### src/rtl/mole_field.sv
// mole_field -- whack-a-mole game core.
//
// Lights up to MAX_ACTIVE of N_CH LEDs on request of an external RNG, scores
// switch toggles on lit channels, charges a penalty for toggles on dark
// channels, counts targets that time out, and runs a session of GAME_TICKS
// 1 ms ticks.
//
// Ports:
//   clk, rst          system clock, synchronous active-high reset
//   start             one-cycle pulse, begins a session from IDLE or OVER
//   level             00 easy, 01 medium, 1x hard; latched on accepted start
//   spawn_valid/index RNG target offer (index >= N_CH is consumed and dropped)
//   spawn_ready       core can take a target this cycle
//   switches          synchronised slide switches
//   leds              lit targets
//   score             session score, clamped to [0, 2^SCORE_W-1]
//   misses            timed-out targets, saturating at 255
//   game_active       high while playing
//   game_over         high after the session timer expires
module mole_field #(
  parameter int N_CH       = 18,
  parameter int IDX_W      = 5,
  parameter int SCORE_W    = 12,
  parameter int TICK_DIV   = 50000,
  parameter int LIFE_EASY  = 2000,
  parameter int LIFE_MED   = 1000,
  parameter int LIFE_HARD  = 500,
  parameter int MAX_ACTIVE = 3,
  parameter int GAME_TICKS = 60000,
  parameter int PENALTY    = 1
) (
  input  logic               clk,
  input  logic               rst,
  input  logic               start,
  input  logic [1:0]         level,
  input  logic               spawn_valid,
  input  logic [IDX_W-1:0]   spawn_index,
  output logic               spawn_ready,
  input  logic [N_CH-1:0]    switches,
  output logic [N_CH-1:0]    leds,
  output logic [SCORE_W-1:0] score,
  output logic [7:0]         misses,
  output logic               game_active,
  output logic               game_over
);

  localparam int LIFE_MAXV = (LIFE_EASY > LIFE_MED)
                           ? ((LIFE_EASY > LIFE_HARD) ? LIFE_EASY : LIFE_HARD)
                           : ((LIFE_MED > LIFE_HARD) ? LIFE_MED : LIFE_HARD);
  localparam int LIFE_W    = $clog2(LIFE_MAXV + 1);
  localparam int GT_W      = $clog2(GAME_TICKS + 1);
  localparam int TICK_W    = (TICK_DIV > 1) ? $clog2(TICK_DIV) : 1;
  localparam int SCORE_MAX = (1 << SCORE_W) - 1;

  typedef enum logic [1:0] {
    S_IDLE = 2'd0,
    S_PLAY = 2'd1,
    S_OVER = 2'd2
  } state_t;

  state_t               state_q, state_d;
  logic [TICK_W-1:0]    tick_cnt_q, tick_cnt_d;
  logic [GT_W-1:0]      game_timer_q, game_timer_d;
  logic [1:0]           level_q, level_d;
  logic [N_CH-1:0]      sw_q, sw_d;
  logic [N_CH-1:0]      leds_q, leds_d;
  logic [SCORE_W-1:0]   score_q, score_d;
  logic [7:0]           misses_q, misses_d;
  logic [LIFE_W-1:0]    life_q [N_CH];
  logic [LIFE_W-1:0]    life_d [N_CH];

  logic                 play;
  logic                 tick;
  logic                 start_acc;
  logic                 spawn_fire;
  logic                 game_end;
  logic [N_CH-1:0]      toggle;
  logic [N_CH-1:0]      hit_vec;
  logic [N_CH-1:0]      wrong_vec;
  logic [N_CH-1:0]      timeout_vec;
  logic [N_CH-1:0]      spawn_vec;
  logic [LIFE_W-1:0]    life_load;
  logic [1:0]           points;
  int                   score_calc;
  int                   miss_calc;

  assign play        = (state_q == S_PLAY);
  assign tick        = (tick_cnt_q == TICK_W'(TICK_DIV - 1));
  assign start_acc   = start && !play;
  assign toggle      = switches ^ sw_q;
  assign spawn_ready = play && ($countones(leds_q) < MAX_ACTIVE);
  assign spawn_fire  = spawn_valid && spawn_ready;
  // The final tick ends the session; nothing else that cycle is scored.
  assign game_end    = play && tick && (game_timer_q == GT_W'(1));

  assign life_load = (level_q == 2'b00) ? LIFE_W'(LIFE_EASY) :
                     (level_q == 2'b01) ? LIFE_W'(LIFE_MED)  : LIFE_W'(LIFE_HARD);
  assign points    = (level_q == 2'b00) ? 2'd1 :
                     (level_q == 2'b01) ? 2'd2 : 2'd3;

  // Per-channel event decode and life counter. All decisions use the
  // registered LED state, so a spawn onto a channel being hit or timing out
  // this cycle sees it lit and is dropped, and a hit masks a timeout.
  generate
    for (genvar gi = 0; gi < N_CH; gi++) begin : g_ch
      assign hit_vec[gi]     = play & toggle[gi] & leds_q[gi];
      assign wrong_vec[gi]   = play & toggle[gi] & ~leds_q[gi];
      assign timeout_vec[gi] = play & tick & leds_q[gi] & ~toggle[gi] &
                               (life_q[gi] == LIFE_W'(1));
      // Out-of-range indices never match any channel and are simply consumed.
      assign spawn_vec[gi]   = spawn_fire & (spawn_index == IDX_W'(gi)) & ~leds_q[gi];
      assign life_d[gi]      = start_acc     ? '0 :
                               spawn_vec[gi] ? life_load :
                               (play && tick && leds_q[gi] && (life_q[gi] != '0))
                                             ? life_q[gi] - LIFE_W'(1)
                                             : life_q[gi];
    end
  endgenerate

  always_comb begin
    state_d      = state_q;
    tick_cnt_d   = tick ? '0 : tick_cnt_q + TICK_W'(1);
    game_timer_d = game_timer_q;
    level_d      = level_q;
    sw_d         = switches;
    leds_d       = leds_q;
    score_d      = score_q;
    misses_d     = misses_q;
    score_calc   = int'(score_q) + $countones(hit_vec) * int'(points)
                 - $countones(wrong_vec) * PENALTY;
    miss_calc    = int'(misses_q) + $countones(timeout_vec);

    case (state_q)
      S_IDLE, S_OVER: begin
        if (start) begin
          state_d      = S_PLAY;
          tick_cnt_d   = '0;
          game_timer_d = GT_W'(GAME_TICKS);
          level_d      = level;
          leds_d       = '0;
          score_d      = '0;
          misses_d     = '0;
        end
      end
      S_PLAY: begin
        if (tick) begin
          game_timer_d = game_timer_q - GT_W'(1);
        end
        if (game_end) begin
          state_d = S_OVER;
          leds_d  = '0;
        end else begin
          leds_d = (leds_q & ~hit_vec & ~timeout_vec) | spawn_vec;
          if (score_calc < 0) begin
            score_d = '0;
          end else if (score_calc > SCORE_MAX) begin
            score_d = SCORE_W'(SCORE_MAX);
          end else begin
            score_d = score_calc[SCORE_W-1:0];
          end
          misses_d = (miss_calc > 255) ? 8'hFF : miss_calc[7:0];
        end
      end
      default: begin
        state_d = S_IDLE;
      end
    endcase
  end

  always_ff @(posedge clk) begin
    if (rst) begin
      state_q      <= S_IDLE;
      tick_cnt_q   <= '0;
      game_timer_q <= '0;
      level_q      <= '0;
      sw_q         <= '0;
      leds_q       <= '0;
      score_q      <= '0;
      misses_q     <= '0;
      for (int i = 0; i < N_CH; i++) begin
        life_q[i] <= '0;
      end
    end else begin
      state_q      <= state_d;
      tick_cnt_q   <= tick_cnt_d;
      game_timer_q <= game_timer_d;
      level_q      <= level_d;
      sw_q         <= sw_d;
      leds_q       <= leds_d;
      score_q      <= score_d;
      misses_q     <= misses_d;
      for (int i = 0; i < N_CH; i++) begin
        life_q[i] <= life_d[i];
      end
    end
  end

  assign leds        = leds_q;
  assign score       = score_q;
  assign misses      = misses_q;
  assign game_active = (state_q == S_PLAY);
  assign game_over   = (state_q == S_OVER);

endmodule
### config.mk
export PLATFORM = sky130hd
export DESIGN_NAME = mole_field
export DESIGN_NICKNAME = d
export VERILOG_FILES = /design/src/rtl/mole_field.sv
export SDC_FILE = /design/constraint.sdc
export NUM_CORES = 1
export LEC_CHECK = 0
export CAP_MARGIN = 30
export CORE_UTILIZATION = 28
export DETAILED_ROUTE_END_ITERATION = 8
export SLEW_MARGIN = 15
export SYNTH_ARGS = -nofsm -noshare
export SYNTH_HDL_FRONTEND = slang
export SYNTH_SLANG_ARGS = --single-unit
### constraint.sdc
create_clock -name clk -period 11.2 [get_ports clk]
set_input_delay 2.24 -clock clk [delete_from_list [all_inputs] [get_ports clk]]
set_output_delay 2.24 -clock clk [all_outputs]
set_load 0.005 [all_outputs]
==> results of run 1 <==
-- Yosys cell counts (58+ instances only) --
cell,n,area (um2)
sky130_fd_sc_hd__a21oi_1,191,956
sky130_fd_sc_hd__clkbuf_1,97,364
sky130_fd_sc_hd__dfxtp_1,290,5810
sky130_fd_sc_hd__fa_1,62,1240
sky130_fd_sc_hd__ha_1,95,1190
sky130_fd_sc_hd__inv_1,151,567
sky130_fd_sc_hd__nand2_1,132,495
sky130_fd_sc_hd__nand3_1,81,405
sky130_fd_sc_hd__nand4_1,63,394
sky130_fd_sc_hd__nor2_1,159,597
sky130_fd_sc_hd__nor3_1,107,536
sky130_fd_sc_hd__o21ai_0,80,400
sky130_fd_sc_hd__xnor2_1,105,920
sky130_fd_sc_hd__xor2_1,58,508
-- where the power goes --
group,switching [mW],internal (mW)
Combinational,0.736,0.639
Clock,0.472,0.698
Sequential,0.0348,1.06
-- cell families (layout without fill, tap and decap cells) --
| kind of cell | count (synthesis) | count (layout) | synth area share [%] |
|---|---|---|---|
| other cells | 0 | 1 | 0 |
| fa+ha+maj | 157 | 157 | 13.1 |
| compound gates | 462 | 462 | 15.6 |
| buf+inv | 267 | 360 | 5.51 |
| flops | 290 | 290 | 31.2 |
| simple gates | 881 | 881 | 26.2 |
| xor+xnor | 163 | 163 | 7.67 |
| mux | 13 | 13 | 0.733 |
-- flip-flops by register name (all words and copies together), names as in the netlist --
signal / count
misses: 8
tick_cnt_q: 16
game_timer_q: 16
level_q: 2
score: 12
life_q: 198
sw_q: 18
state_q: 2
leds: 18
-- worst paths after layout --
path | startpoint | end | cells past startpoint
worst max register to register | state_q[1] | score[7] | 37
worst min-delay path | tick_cnt_q[0] | tick_cnt_q[0] | 1
worst min register to register | tick_cnt_q[0] | tick_cnt_q[0] | 1
worst max-delay path | switches[0] | score[7] | 37
-- critical path, delay by kind of cell --
family / cells / cell delay [ns]
compound gates: 7 / 1.07
simple gates: 4 / 0.79
fa+ha+maj: 14 / 6.02
xor+xnor: 3 / 0.43
buf+inv: 9 / 0.70
-- per-stage QoR --
step	power (mW)	cells	hold WS, ns
after CTS	3.64	3188	0.454
after detailed placement	2.44	3125	0.444
after global routing	3.88	3190	0.483
after global placement	2.44	3123	0.435
after floorplan	1.94	2233	0.413
final	3.64	3191	0.446
-- cells in the final DEF, fill, tap and decap left out, types with 59 or more instances in the layout --
cell type and instances:
sky130_fd_sc_hd__nor3_1 103, sky130_fd_sc_hd__buf_4 73, sky130_fd_sc_hd__nand2_1 131, sky130_fd_sc_hd__a21oi_1 187, sky130_fd_sc_hd__clkdlybuf4s50_1 59, sky130_fd_sc_hd__xnor2_1 97, sky130_fd_sc_hd__dfxtp_1 290, sky130_fd_sc_hd__nand3_1 81
sky130_fd_sc_hd__nand4_1 63, sky130_fd_sc_hd__nor2_1 154, sky130_fd_sc_hd__inv_1 150, sky130_fd_sc_hd__o21ai_0 79, sky130_fd_sc_hd__ha_1 92
-- metal layers --
metal | wire length [um] | vias up | share of wire [%]
met5 | 0 | - | 0
met4 | 2060 | 0 | 3.4
met3 | 3780 | 111 | 6.3
met2 | 27400 | 494 | 46
met1 | 26700 | 8073 | 45
li1 | - | 8180 | -
-- cell type report --
class	count	area [um2]	area share, %
flip-flops and latches	290	5810	26.5
diodes	1	2.50	0.0114
clock inverters	6	87.6	0.399
inverters	154	578	2.64
multi-input cells	1676	12000	54.9
repair buffers	145	1280	5.84
well taps	864	1080	4.93
clock buffers	55	1060	4.85
-- what timing repair did --
| action | CTS | global route |
|---|---|---|
| gates resized for setup | 17 | 28 |
| pin swaps | 10 | 20 |
| setup endpoints to repair | 12 | 12 |
| setup buffers | 2 | 1 |
==> run summary, run 1 <==
Sequential elements use 31.2% of the synthesized area. In this run, CTS created clock tree buffers numbering 35. The analysis attributes to cell leakage a power of 8.11 nW. The Yosys step of the flow raised 0 warnings.

The tools report the number of global-route vias before repair as 15787. Max-cap violations in this run came to 0. Cells fill 33.3% of the core in the end. The maximum fanout count along the critical path is 3, and the sink count of the clock tree is 290.

The tools report the nature of the critical path startpoint as a primary input. In this design, the stage delay of the slowest critical-path cell is 0.65 ns. The HPWL after detailed placement is 41900 um.

For the total global-route track usage, the log shows 17.6%. For the initial antenna violation count, the log shows 1. The first global-routing pass estimated 93300 um of wire. The logs give 11.64 ns for the endpoint required time on the critical path and 0 ns for the setup TNS. Dividing the detail-routed via count by the number of cells gives 5.28. The tools report the count of distinct cell types in the synthesized netlist as 87. The final setup violation count came out at 0.

The mean post-synth cell area works out to 8.33 um2. The tools report the max-slew violation count as 0. After synthesis the cells add up to 18600 um2.

The run gives 28.3% as the met2 track demand over resource in global routing. The core area is 65700 um2. The register-to-register path setup slack came out at 1.22 ns. Prior to clock tree synthesis, the placed netlist has a worst setup slack of -0.978 ns. TritonCTS built the clock tree.

In this run, the number of DRC markers left after iteration 0 of detailed routing was 1225. The critical path is of the primary input to flop type. The initial standard-cell utilization of the core was 28.3%; the sum of overflow across all layers after global routing was 0. The nature of the critical path endpoint is a flop.

The number of buffers added on ports was 69. Entering global routing, the biggest net connects 75 pins. The power density over cell area works out to 166 nW/um2. Cells with a size suffix above 1 make up 9.29% of the layout. At the pin with the least slew margin, the transition time is 0.962 ns. The met1 usage is 23.5%, and the number of enable-type register cells in the synthesized netlist is 0. The worst path needs 10.83 ns of the cycle, external delays included. The placement row count came out at 94. Setup repair after global routing left no endpoint under its margin. The detailed router placed 16858 vias in this run. For the instance area after placement, the log shows 20500 um2.

Main flop type after synthesis: sky130_fd_sc_hd__dfxtp_1. For the final database, setup skew stands at 0.0278 ns. The minimum setup slack in the final design is 0.369 ns. The final-report hold violation count was 0. Buffers inserted to repair hold after CTS numbered 0.

The maximum VDD drop was 178 uV. The worst hold path belongs to the class flop to flop. The root buffer cell chosen for the clock tree is sky130_fd_sc_hd__clkbuf_16.

The clock reaches the later pin of the worst-skew pair after 0.56 ns. The count of boundary I/O pins was 70. The number of nets at the end of the flow was 2488; the met3 layer usage reported by global route was 2.92%. The layer flagged by global routing as most heavily used is met2.

The register bit total from synthesis was 290. In this design, the critical path's most frequently occurring cell is sky130_fd_sc_hd__fa_1. The detail-routed net length per standard cell works out to 18.8 um. From left edge to right edge, the die measures 260 um. In the synthesized netlist, the number of instances is 2233. The worst path uses 96.7% of the clock period. The H-tree was split into 2 levels. The net count after synthesis came out at 2419.

Summing all non-filler instances in the final layout gives an area of 21900 um2. The die covers 67500 um2. After clock tree synthesis, the clock-pin slew on the worst setup and hold paths is 0.06 ns.

The last weighted congestion value of the routability-driven placer is 0.910. Post-detailed-route DRC marker count: 0. The run finished with clean final reports. Once detail routing completed, the nets flagged for antenna violations numbered 0. Derived from the worst setup path, the maximum achievable clock frequency is 0.0923 GHz. For the data arrival at the endpoint of the critical path, the log shows 11.27 ns.

The final routed wirelength across all metal layers is 59900 um, and the maximum buffer depth of the clock tree is 3. After synthesis, the share of flip-flops with an asynchronous set or reset is 0%. The count of filler cells inserted in the layout came out at 6826.

Compared with the post-synthesis result, the final layout area differs by 17.8%. The height of the die is 260 um, and the worst-case headroom to the max-slew limit is 35.3%. Master of the slowest instance on the critical path: sky130_fd_sc_hd__fa_2. The first TritonRoute pass finished after 5 iterations.
(Power assumes the default switching activity.)
==> run 2: changes to the inputs <==
PLACE_DENSITY_LB_ADDON = 0.25   (was default)
==> run summary, run 2 (synthesis results as in run 1) <==
Input and output buffers added on the ports amount to 69. STA classifies the critical path endpoint as a flop. Setup violations remaining at the end of the flow were counted as 0. The tightest min-delay check is of the flop to flop type. Register-to-register path setup slack: 1.57 ns. At the end of routability-driven placement, the weighted congestion stood at 0.905. STA puts the critical path data arrival time at 11.34 ns. The number of clock buffers added by TritonCTS is 39.

Initial antenna violation count: 2. The flow ran to the end, and the final reports show no timing, DRC or antenna violations. The logs give 8 for the detailed-routing iteration count for the pre-antenna-repair pass and 3 for the maximum buffer depth of the clock tree. Dividing the final minimum period by the clock period gives 97.3%. Horizontal die dimension: 260 um. Entering global routing, the biggest net connects 84 pins.

In the final layout, the share of cells above drive strength 1 is 9.57%. Via count: 17266. Row generation in the floorplan step produced 94 rows. The floorplan step defined a core boundary enclosing 65700 um2. The post-detailed-placement half-perimeter wirelength was 44300 um. Number of global-route vias before repair: 16684.

From bottom edge to top edge, the die measures 260 um. The die covers 67500 um2. For this run, the post-layout net count is 2490.

The time the final worst path needs with I/O delays and setup works out to 10.90 ns. Master of the slowest instance on the critical path: sky130_fd_sc_hd__fa_1. The beginning of the worst hold path is tick_cnt_q[0].

Summed over all layers, the routed wires come to 63200 um. The number of flip-flops under the largest register name was 198; the instance area after placement was 20500 um2. In the final routed layout, each cell accounts on average for 19.8 um. Clock-pin slew was measured on the worst setup and hold paths at 0.05 ns. The post-detailed-route DRC marker count came out at 0.

Max-cap violations in this run came to 0. After the first detailed-routing iteration, the DRC count stood at 1210. The clock latency reported for the late side of the worst-skew pair came out at 0.56 ns. Between clock sinks in the finished design, the worst skew comes to 0.0137 ns. The run gives 8.14 nW as the leakage power. The startpoint-to-endpoint class of the critical path was primary input to flop.

Startpoint of the lowest-slack register-to-register path: state_q[1]. Maximum cell stage delay along the critical path: 0.59 ns. The run gives 70 as the count of boundary I/O pins. Leaving out fill and tap cells, the most frequent cell in the layout is sky130_fd_sc_hd__dfxtp_1. The initial standard-cell utilization of the core came out at 28.3%. TritonCTS built the clock tree. For the core occupancy in the finished layout, the log shows 33.5%.

Setup repair after global routing left no endpoint under its margin. After routing the design area is 22000 um2. The antenna diode count is 0. Relative to the synthesized area, the layout overhead comes to 18.4%. Total global-route track usage: 18.5%. Measured in cells, the most critical reg-to-reg path has a length of 37. Power spread over the standard cell area amounts to 171 nW/um2. The most repeated library cell on the critical path was sky130_fd_sc_hd__fa_1. The run gives 98000 um as the global-route wire length before repair. The cell depth of the worst hold path was 1. The tools report the sink of the worst hold path as tick_cnt_q[0].

The run gives 0 as the final-report hold violation count. The register with the most flip-flops was life_q. The tightest hold path in the finished design has a slack of 0.437 ns.

The tools report the worst-case headroom to the max-slew limit as 35.5%. The nature of the critical path startpoint was a primary input. The maximum fanout count along the critical path is 6, and the sink count of the clock tree is 290. Dividing the detail-routed via count by the number of cells gives 5.41.

The capture point of the worst reg-to-reg path is score[7]. After global routing the overflow that remains totals 0. The tools report the max-slew violation count as 0. In the layout the commonest cells are 290 x sky130_fd_sc_hd__dfxtp_1, 187 x sky130_fd_sc_hd__a21oi_1, 154 x sky130_fd_sc_hd__nor2_1. Once detail routing completed, the nets flagged for antenna violations numbered 0. VDD sags by at most 211 uV. The tools report the clock root buffer as sky130_fd_sc_hd__clkbuf_16.

Fmax: 0.0918 GHz. The H-tree was split into 2 levels. At the pin with the least slew margin, the transition time is 0.960 ns.

Endpoint required time on the critical path: 11.64 ns.
## run 2: metal layers
layer	vias to the layer above	share of wire [%]	wire length (um)	global-route usage [%]
met5	-	0	0	0
met4	0	3.0	1920	6.29
met3	107	5.7	3620	3.10
met2	528	45	28300	29.3
met1	8447	46	29400	25.3
li1	8184	-	-	-
## run 2: area by class of cell
class	count	area, um2
Clock buffer	59	1170
Clock inverter	7	87.6
Fill cell	6732	43700
Inverter	154	581
Multi-Input combinational cell	1676	12000
Sequential cell	290	5810
Tap cell	864	1080
Timing Repair Buffer	143	1270
## run 2: timing repair
action | CTS | global route
resized for setup | 23 | 28
pin swaps | 20 | 30
setup endpoints to repair | 12 | 12
hold buffers | 0 | 0
setup buffers | 1 | 0
## run 2: metrics by stage
stage	cells	setup TNS [ns]	power [mW]	worst slack (ns)
floorplan	2233	0	1.94	0.0282
global placement	3123	-11.37	2.47	-0.964
detailed placement	3125	-11.35	2.47	-0.971
CTS	3192	0	3.76	0.00190
global route	3193	0	4.04	0.0112
finish	3193	0	3.78	0.303
## run 2: worst max-delay path by stage
stage                 startpoint       end  slack [ns]  cells after the start
floorplan            switches[0]  score[7]        0.03                     34
global placement    switches[13]  score[5]       -0.96                     35
detailed placement  switches[13]  score[7]       -0.97                     35
CTS                  switches[1]  score[7]       0.002                     35
global route        switches[11]  score[9]        0.01                     38
finish              switches[13]  score[7]        0.30                     37
## run 2: critical path: cells and delay by family
| kind | cells | cell delay, ns |
|---|---|---|
| AOI/OAI and AO/OA | 7 | 1.09 |
| adders and majority gates | 13 | 5.84 |
| buffers and inverters | 11 | 1.04 |
| xor gates and xnor gates | 2 | 0.42 |
| and+or+nand+nor | 4 | 0.69 |
## run 2: report_power, final
part	internal (mW)	total (mW)	switching, mW
sequential	1.06	1.10	0.0355
combinational	0.665	1.44	0.772
clock	0.763	1.24	0.481
